[config.mk]
export PLATFORM = sky130hd
export DESIGN_NAME = alu_issue_ctrl
export DESIGN_NICKNAME = d
export VERILOG_FILES = /design/src/rtl/alu_issue_ctrl.sv
export SDC_FILE = /design/constraint.sdc
export NUM_CORES = 1
export LEC_CHECK = 0
export ABC_AREA = 1
export CAP_MARGIN = 20
export CORE_ASPECT_RATIO = 0.8
export CORE_UTILIZATION = 25
export CTS_CLUSTER_DIAMETER = 80
export DETAILED_ROUTE_END_ITERATION = 6
export GPL_TIMING_DRIVEN = 0
export PLACE_DENSITY_LB_ADDON = 0.08
export SYNTH_ARGS = -nofsm -noshare
export SYNTH_HDL_FRONTEND = slang
export SYNTH_SLANG_ARGS = --single-unit
[constraint.sdc]
create_clock -name clk -period 2.24 [get_ports clk]
set_input_delay 0.448 -clock clk [delete_from_list [all_inputs] [get_ports clk]]
set_output_delay 0.448 -clock clk [all_outputs]
set_load 0.005 [all_outputs]
[src/rtl/alu_issue_ctrl.sv]
// Issue stage for the 32-bit ALU: registers one op, waits its latency,
// then captures the result and offers it downstream with valid/ready.
//
// state | meaning
// IDLE  | no op in flight, ready to accept
// EXEC  | operands held on the ALU, counting down latency
// DONE  | result captured, waiting for downstream to take it
module alu_issue_ctrl #(
  parameter int N       = 32,
  parameter int MUL_LAT = 36
) (
  input  logic         clk,
  input  logic         rst_n,
  input  logic         in_valid,
  output logic         in_ready,
  input  logic [N-1:0] in_a,
  input  logic [N-1:0] in_b,
  input  logic [2:0]   in_sel,
  output logic [N-1:0] alu_a,
  output logic [N-1:0] alu_b,
  output logic [2:0]   alu_sel,
  input  logic [N-1:0] alu_out,
  input  logic         alu_carry,
  output logic         res_valid,
  input  logic         res_ready,
  output logic [N-1:0] res_data,
  output logic         res_carry,
  output logic [2:0]   res_sel,
  output logic         res_div0,
  output logic         busy
);

  typedef enum logic [1:0] {
    IDLE = 2'd0,
    EXEC = 2'd1,
    DONE = 2'd2
  } state_t;

  localparam logic [2:0] SEL_ADD = 3'b000;
  localparam logic [2:0] SEL_MUL = 3'b010;
  localparam logic [2:0] SEL_DIV = 3'b011;
  localparam logic [7:0] MUL_CNT_INIT = 8'(MUL_LAT - 1);

  state_t       state, state_nxt;
  logic [7:0]   cnt, cnt_nxt;
  logic [N-1:0] alu_a_nxt, alu_b_nxt, res_data_nxt;
  logic [2:0]   alu_sel_nxt, res_sel_nxt;
  logic         res_valid_nxt, res_carry_nxt, res_div0_nxt;
  logic         accept, div0;

  assign in_ready = (state == IDLE) || ((state == DONE) && res_ready);
  assign accept   = in_valid && in_ready;
  assign busy     = (state != IDLE);
  assign div0     = (alu_sel == SEL_DIV) && (alu_b == '0);

  always_ff @(posedge clk) begin
    if (!rst_n) begin
      state     <= IDLE;
      cnt       <= '0;
      alu_a     <= '0;
      alu_b     <= '0;
      alu_sel   <= SEL_ADD;
      res_valid <= 1'b0;
      res_data  <= '0;
      res_carry <= 1'b0;
      res_sel   <= SEL_ADD;
      res_div0  <= 1'b0;
    end else begin
      state     <= state_nxt;
      cnt       <= cnt_nxt;
      alu_a     <= alu_a_nxt;
      alu_b     <= alu_b_nxt;
      alu_sel   <= alu_sel_nxt;
      res_valid <= res_valid_nxt;
      res_data  <= res_data_nxt;
      res_carry <= res_carry_nxt;
      res_sel   <= res_sel_nxt;
      res_div0  <= res_div0_nxt;
    end
  end

  always_comb begin
    state_nxt     = state;
    cnt_nxt       = cnt;
    alu_a_nxt     = alu_a;
    alu_b_nxt     = alu_b;
    alu_sel_nxt   = alu_sel;
    res_valid_nxt = res_valid;
    res_data_nxt  = res_data;
    res_carry_nxt = res_carry;
    res_sel_nxt   = res_sel;
    res_div0_nxt  = res_div0;

    case (state)
      IDLE: ;
      EXEC: begin
        if (cnt != 8'd0) begin
          cnt_nxt = cnt - 8'd1;
        end else begin
          res_valid_nxt = 1'b1;
          res_sel_nxt   = alu_sel;
          res_data_nxt  = div0 ? '1 : alu_out;
          res_carry_nxt = div0 ? 1'b0 : alu_carry;
          res_div0_nxt  = div0;
          // dropping sel back to add ends the multiplier start pulse
          alu_sel_nxt   = SEL_ADD;
          state_nxt     = DONE;
        end
      end
      DONE: begin
        if (res_valid && res_ready) begin
          res_valid_nxt = 1'b0;
          state_nxt     = IDLE;
        end
      end
      default: state_nxt = IDLE;
    endcase

    // a new op may be taken in IDLE or in the same cycle DONE retires
    if (accept) begin
      alu_a_nxt   = in_a;
      alu_b_nxt   = in_b;
      alu_sel_nxt = in_sel;
      cnt_nxt     = (in_sel == SEL_MUL) ? MUL_CNT_INIT : 8'd0;
      state_nxt   = EXEC;
    end
  end

endmodule

==> results of run 1 <==
-- metal layers --
layer	global-route usage	vias to the layer above	part of all wire
li1	-	2384	-
met3	0.05338	12	0.061
met2	0.2603	126	0.45
met4	0.06000	0	0.013
met5	0	-	0
met1	0.2162	2141	0.47
-- sequential cells by signal (all words and copies together), names as in the netlist --
name       count
alu_a         32
alu_b         32
alu_sel        3
cnt            8
res_carry      1
res_data      32
res_div0       1
res_sel        3
res_valid      1
state          2
-- kinds of logic (layout without fill, tap and decap cells) --
| kind of cell | count (synthesis) | count (layout) | synth area share |
|---|---|---|---|
| compound gates | 159 | 159 | 0.1802 |
| buf+inv | 59 | 300 | 0.06185 |
| flops | 115 | 115 | 0.5173 |
| simple gates | 248 | 248 | 0.2238 |
| fa+ha+maj | 6 | 6 | 0.01687 |
-- final cells by class --
class / count / area (um^2) / share of cell area
clock inverters: 12 / 107.6 / 0.01455
plain buffers: 36 / 183.9 / 0.02487
well taps: 225 / 281.5 / 0.03806
clock buffers: 19 / 452.9 / 0.06124
multi-input cells: 413 / 1873 / 0.2533
inverters: 23 / 91.34 / 0.01235
flip-flops and latches: 115 / 2303 / 0.3115
repair buffers: 210 / 2102 / 0.2842
-- worst min-delay path: stages, from the launching register on --
cell and delay [ps]:
dfxtp_1 310, nand2_1 60, a21oi_1 60
-- layout by cell type, fill, tap and decap left out, types with 5 or more instances in the layout --
cell type	count
clkbuf_16	17
o21ai_0	80
nor2_1	192
inv_1	19
clkbuf_1	19
nand2_1	29
dfxtp_1	114
nand4_1	5
ha_1	6
a21oi_1	47
o21ai_1	30
clkdlybuf4s50_1	210
nand3_1	12
buf_2	12
-- cell usage after synthesis, types with 2 or more instances --
library cell and number:
a21oi_1 47, buf_2 12, buf_6 4, clkbuf_1 19, dfxtp_1 115, ha_1 6, inv_1 19, inv_2 3
nand2_1 29, nand2_2 2, nand3_1 12, nand4_1 5, nor2_1 192, nor2_2 3, o21ai_0 80, o21ai_1 30
-- worst max path at each step --
stage | from | to | slack (ps) | cells after the start
after global routing | state[0] | in_ready | 10 | 5
after floorplan | state[0] | alu_a[23] | 770 | 9
after detailed placement | res_ready | alu_b[17] | 100 | 8
final | state[1] | in_ready | 80 | 5
after CTS | state[0] | in_ready | 60 | 5
after global placement | rst_n | alu_a[11] | 140 | 5
-- repair_timing --
item,in CTS,in global routing
hold buffers,0,0
endpoints found under the setup margin,0,1
gates resized for setup,0,1
-- stage by stage --
step                hold slack [ps]  setup WS, ps
finish                        472.0         84.66
detailed placement            460.4         95.08
floorplan                     459.3         765.1
global placement              457.0         137.2
CTS                           469.0         60.69
global route                  487.5         12.91
-- power by group --
| group | total [W] | switching [W] | internal (W) |
|---|---|---|---|
| Clock | 0.00258 | 0.00100 | 0.00158 |
| Sequential | 0.00275 | 0.000262 | 0.00249 |
| Combinational | 0.00255 | 0.00123 | 0.00132 |
==> results.yml, run 1 <==
outcome:
  outcome: "completed"
cells_and_area:
  fill_cells: 1768
  area_growth_pct: 66.18
  drive_above_1_share: 0.07488
  diodes: 0
  design_area_um2: 7396
  layout.nets: 926
  postLayoutCoreUtil: 0.4256
  final-instance-count-excl-fill: 1053
setup_path:
  critPathKind: "flop to primary output"
  cp_top_family: "buffers and inverters"
  reg2reg_to: "alu_b[17]"
  critPathMaxFanout: 4
  crit_slowest_cell: "clkdlybuf4s50_1"
  start_kind: "flop"
  cp_cell_sequence: "inv_1, ha_1, inv_2, nand2_1, clkdlybuf4s50_1"
  worst_r2r_path_depth: 9
  timing.rr.start: "state[1]"
  arrival_ps: 1710
  critPathRequiredTime_ps: 1790
  cpPeakStageDelay_ps: 520
  r2r_slack_ps: 310
  cp-end-kind: "primary output"
  crit_buf_inv: 3
flow_run:
  maxCapViolations: 0
synth:
  synth_area_per_cell_um2: 7.582
  synth_cells: 587
  synth_top_cell_by_area: "dfxtp_1"
  ys_types: 25
  ys_ff_latch: 115
  synth.top_cells.by_area: "dfxtp_1 52%, nor2_1 16%, o21ai_0 9.0%, a21oi_1 5.3%, o21ai_1 3.4%"
  synth-main-ff-cell: "dfxtp_1"
  synth_warnings: 0
  synthArstFlopShare: 0
  syn_nets: 697
  syn_area_um2: 4451
  yosysTopAreaCellShare: 0.5173
  ys_seq_area_frac: 0.5173
  synth_enable_flop_cells: 0
floorplanning:
  rows: 43
  die_x_um: 151.2
  coreArea_um2: 17380
  io_pins: 211
  start_util: 0.2561
  dieHeight_um: 121.3
  die_area_um2: 18340
worst_hold_path:
  hold_depth: 2
  worstHoldPathType: "flop to flop"
  worstHoldStart: "res_carry"
  whs_endpoint: "res_carry"
route:
  via_count: 4663
  drt_iter0_markers: 189
  antenna_left: 0
  wire_per_inst_um: 14.35
  vias_per_cell: 4.428
  firstDrtPassIters: 4
  drc: 0
  finalWirelength_um: 15110
timing:
  rsz0062_at_grt: "false"
  max_freq_mhz: 464.0
  skew_ps: 12.17
  slew_viol_final: 0
  tightest_slew_ps: 553.6
  fin_crit_ps: 2155
  finalCritPeriodShare: 0.9622
  setup_viol: 0
  hold_viol: 0
  finalSetupTns_ps: 0
  relSlewSlack: 0.6309
grt:
  grt_max_degree: 17
  grt_pass1_wl_um: 23250
  overflow: 0
  grt.total_usage: 0.1676
  antenna_found_initial: 0
  grt_pass1_vias: 4583
power:
  leakagePower_nw: 2.904
  power_w: 0.007882
  pwr_density_cell_nw_per_um2: 1066
  ir_worst_vdd_mv: 0.5560
cts:
  cts_made_buffers: 17
  clock_path_buffers: 2
  clock_sinks: 115
  cts_tree: "yes"
  htree_num_levels: 4
  worstSkewPairLatency_ps: 410
  cts_root_buf: "clkbuf_16"
  cts.clk_slew.worst_paths_ps: 50
  postCtsSetupBuffers: 0
placement:
  post-dp-hpwl_um: 11480
  port_buffers: 210
  placed_cells: 1022
  gp_congestion: 0.7734
  post_dp_cell_area_um2: 6834
No activity file was read; power rests on OpenSTA's default activity.
==> inputs of run 2 (changes only) <==
--- a/config.mk
+++ b/config.mk
@@ -12,7 +12,7 @@
 export CTS_CLUSTER_DIAMETER = 80
 export DETAILED_ROUTE_END_ITERATION = 6
 export GPL_TIMING_DRIVEN = 0
-export PLACE_DENSITY_LB_ADDON = 0.08
+export PLACE_DENSITY = 0.49
 export SYNTH_ARGS = -nofsm -noshare
 export SYNTH_HDL_FRONTEND = slang
 export SYNTH_SLANG_ARGS = --single-unit
==> run 2 against run 1 <==
Against the previous run: fmax up 0.70%; count of clock-buffer cells in the layout up 4; clock power up 16%; utilization up 0.53 points; non-clock buffer count unchanged; sequential share of layout area down 0.40 points; largest cell class unchanged; highest routed layer unchanged.
==> results.yml, run 2 (synthesized netlist as in run 1, its figures left out) <==
timing:
  setup_viol: 0
  rsz0062_at_grt: "false"
  slew_viol_final: 0
  fin_crit_ps: 2140
  relSlewSlack: 0.5678
  finalCritPeriodShare: 0.9555
  skew_ps: 16.23
  hold_viol: 0
  max_freq_mhz: 467.2
  tightest_slew_ps: 648.3
  finalSetupTns_ps: 0
route:
  drt_iter0_markers: 205
  wire_per_inst_um: 14.89
  finalWirelength_um: 15700
  met2_length_um: 7306
  antenna_left: 0
  firstDrtPassIters: 4
  drc: 0
  wl_met1_um: 7078
  via_count: 4720
  highest_layer: "met4"
  wl_met3_um: 1107
  vias_per_cell: 4.478
setup_path:
  crit_buf_inv: 3
  cp_cell_sequence: "inv_1, ha_1, inv_2, nand2_1, clkdlybuf4s50_1"
  cp_top_family: "buffers and inverters"
  cpPeakStageDelay_ps: 460
  critPathRequiredTime_ps: 1790
  critPathKind: "flop to primary output"
  critPathMaxFanout: 4
  cp-end-kind: "primary output"
  crit_slowest_cell: "clkdlybuf4s50_1"
  start_kind: "flop"
  arrival_ps: 1690
  r2r_slack_ps: 330
power:
  netSwitchingPower_w: 0.002461
  pwr_density_cell_nw_per_um2: 1112
  pwr-share-seq: 0.331
  swShare: 0.2955
  power_frac_clock: 0.360
  pwr-share-comb: 0.309
  ir_worst_vdd_mv: 0.5052
  power.internal_w: 0.005868
  leakagePower_nw: 2.946
cts:
  postCtsSetupBuffers: 0
  clock_path_buffers: 2
  cts_made_buffers: 17
  htree_num_levels: 4
  cts_resized: 0
  worstSkewPairLatency_ps: 420
  cts.clk_slew.worst_paths_ps: 50
  clock_sinks: 115
  hold_buffers: 0
  cts_root_buf: "clkbuf_16"
  cts_tree: "yes"
grt:
  grt_max_degree: 17
  grt_pass1_vias: 4622
  grt.total_usage: 0.1704
  overflow: 0
  antenna_found_initial: 0
  grt_pass1_wl_um: 23850
cells_and_area:
  final_cell_mix: "210 x clkdlybuf4s50_1, 192 x nor2_1, 115 x dfxtp_1"
  design_area_um2: 7487
  diodes: 0
  layout.nets: 926
  layout_commonest_cell: "clkdlybuf4s50_1"
  reg_top3: "alu_a x32, alu_b x32, res_data x32"
  regArea_um2: 2302
  multiInputGateArea_um2: 1873
  drive_above_1_share: 0.07117
  fill_cells: 1736
  area_growth_pct: 68.23
placement:
  port_buffers: 210
  post_dp_cell_area_um2: 6834
  post-dp-hpwl_um: 11980
  gp_congestion: 0.8510
floorplanning:
  die_x_um: 151.2
  rows: 43
  coreArea_um2: 17380
  die_area_um2: 18340
  dieHeight_um: 121.3
  start_util: 0.2561
  io_pins: 211
flow_run:
  maxCapViolations: 0
outcome:
  outcome: "completed"
worst_hold_path:
  worstHoldPathType: "flop to flop"
## run 2: changes by cell type in the layout (fill, tap and decap cells not counted), moves of 2 or more
cell / previous run / this run
bufinv_16: 1 / 5
clkbuf_1: 19 / 22
clkinv_2: 4 / 2
clkinv_4: 3 / 1
inv_6: 2 / 0
## run 2: area by class of cell
type / instances / share of cell area
Inverter: 23 / 0.01220
Sequential cell: 115 / 0.3075
Clock inverter: 9 / 0.02340
Tap cell: 225 / 0.03760
Timing Repair Buffer: 210 / 0.2807
Clock buffer: 23 / 0.06384
Buffer: 36 / 0.02457
Multi-Input combinational cell: 413 / 0.2502
## run 2: power by group through the flow
stage	Sequential (W)	Clock, W	Combinational [W]
2_1_floorplan	0.00279	0	0.00119
3_3_place_gp	0.00278	0	0.00255
3_5_place_dp	0.00280	0	0.00259
4_1_cts	0.00276	0.00306	0.00261
5_1_grt	0.00281	0.00315	0.00288
6_report	0.00276	0.00299	0.00258
## run 2: path summary, 6_finish.rpt
path / depth (start not counted) / end / start
hold reg to reg: 2 / res_carry / res_carry
setup / recovery: 5 / in_ready / state[0]
setup reg to reg: 9 / alu_a[11] / state[0]
hold / removal: 2 / res_carry / res_carry
## run 2: stage by stage
step                hold WS (ps)  instances  utilization  worst slack [ps]  power [W]
CTS                        469.3       1054       0.4308             86.87   0.008432
global route               476.8       1054       0.4308             10.76   0.008840
global placement           453.5       1022       0.3933             99.00   0.005330
detailed placement         462.2       1022       0.3933             67.06   0.005387
finish                     465.3       1054       0.4308             99.62   0.008329
floorplan                  459.3        587            -             765.1   0.003977
## run 2: worst register-to-register path, stage by stage, from the launching register on
cell and delay [ps]:
dfxtp_1 370, inv_1 80, ha_1 220, inv_2 80
nand2_1 70, nand2_1 150, buf_2 270, clkbuf_1 340
o21ai_0 140, nor2_1 120
## run 2: metal layers
| metal | GRT usage | vias up |
|---|---|---|
| met3 | 0.05301 | 14 |
| li1 | - | 2381 |
| met4 | 0.05625 | 0 |
| met1 | 0.2102 | 2184 |
| met5 | 0 | - |
| met2 | 0.2798 | 141 |
==> RTL change: new RTL, config.mk and constraints of run 1 <==
The parameter `N` goes from 32 to 16.
--- a/src/rtl/alu_issue_ctrl.sv
+++ b/src/rtl/alu_issue_ctrl.sv
@@ -7,5 +7,5 @@
 // DONE  | result captured, waiting for downstream to take it
 module alu_issue_ctrl #(
-  parameter int N       = 32,
+  parameter int N       = 16,
   parameter int MUL_LAT = 36
 ) (
Interface: changed (6 resized); port bits go from 211 to 115. No check against the original RTL was run, so the function may have changed too.
==> RTL change against run 1 <==
- sequential power is 41% lower
- routed wire length decreased by 44%
- power is 40% lower
- sequential cell count fell by 48
- design area is 39% lower
- critical path depth unchanged
- via count decreased by 38%
- maximum frequency up 6.1%
- worst setup slack better by 120 ps
- first-iteration DRC count fell by 67%
- core utilization shrank 1.9 points
- synthesized area fell by 35%
- critical path type unchanged
==> RTL change: results (changes against run 1) <==
use_met1: 0.197  # -0.0188
reg.largest.list: "alu_a (16), alu_b (16), res_data (16)"
dp_cells: 667  # -35%
grt_use_met2: 0.238  # -0.0226
synth_compound_area_frac: 0.110  # -0.0697
grt_first_pass_wirelength_mm: 14.1  # -39%
postRouteWirelength_mm: 8.48  # -44%
cp.arrival_ps: 1580  # -130 ps
synth.area.top_cells: "dfxtp_1 (46%), nor2_1 (15%), nand2_1 (7.3%), o21ai_0 (6.8%), inv_1 (5.8%)"
pg_clk_mw: 1.38  # -47%
viasPerCell: 4.22  # -4.6%
dr_wl_met3_um: 564  # -38%
nFillCells: 1190  # -33%
total_power_mw: 4.74  # -40%
p_seq_frac: 0.340  # -0.009
clock_latency_ps: 330  # -80 ps
timing.rr.end: "cnt[4]"
synth_cell_types: 21  # -16%
met1_length_mm: 3.95  # -45%
cts_buffers: 9  # -8
p_leak_nw: 1.91  # -34%
syn_inst: 409  # -30%
grt_use_met3: 0.0648  # +0.0115
status: "finished clean"
timing.fmax_ghz: 0.492  # +6.1%
via_count: 2885  # -38%
drtIter0Drc: 62  # -67%
gp_congestion: 0.758  # -2.0%
## RTL change: changes by cell type in the layout (fill, tap and decap cells not counted), sizes merged, moves of 9 or more
cell	run 1	this run
nand3b	0	15
dfxtp	115	67
a21oi	47	18
inv	24	48
nand2	32	58
o21ai	111	45
buf	17	8
clkdlybuf4s50	210	114
clkbuf	38	24
nor2	196	115
## RTL change: worst max-delay path, cell delays in order, from the launching register on
cell and delay [ps]:
dfxtp_1 380, inv_1 80, ha_1 230, nand2_1 70, nand2_1 60, clkdlybuf4s50_1 440
## RTL change: cell type report
cell class	instances	area, µm²	area share
Clock buffer	14	254	0.0565
Tap cell	144	180	0.0401
Clock inverter	2	35.0	0.00779
Timing Repair Buffer	114	1140	0.254
Buffer	18	92.6	0.0206
Multi-Input combinational cell	276	1270	0.283
Inverter	48	180	0.0401
Sequential cell	67	1340	0.298
## RTL change: per-stage QoR
stage	hold WS (ps)	area, µm²
floorplan	460	2890
global placement	455	4210
detailed placement	463	4210
CTS	475	4500
global route	502	4500
finish	473	4500
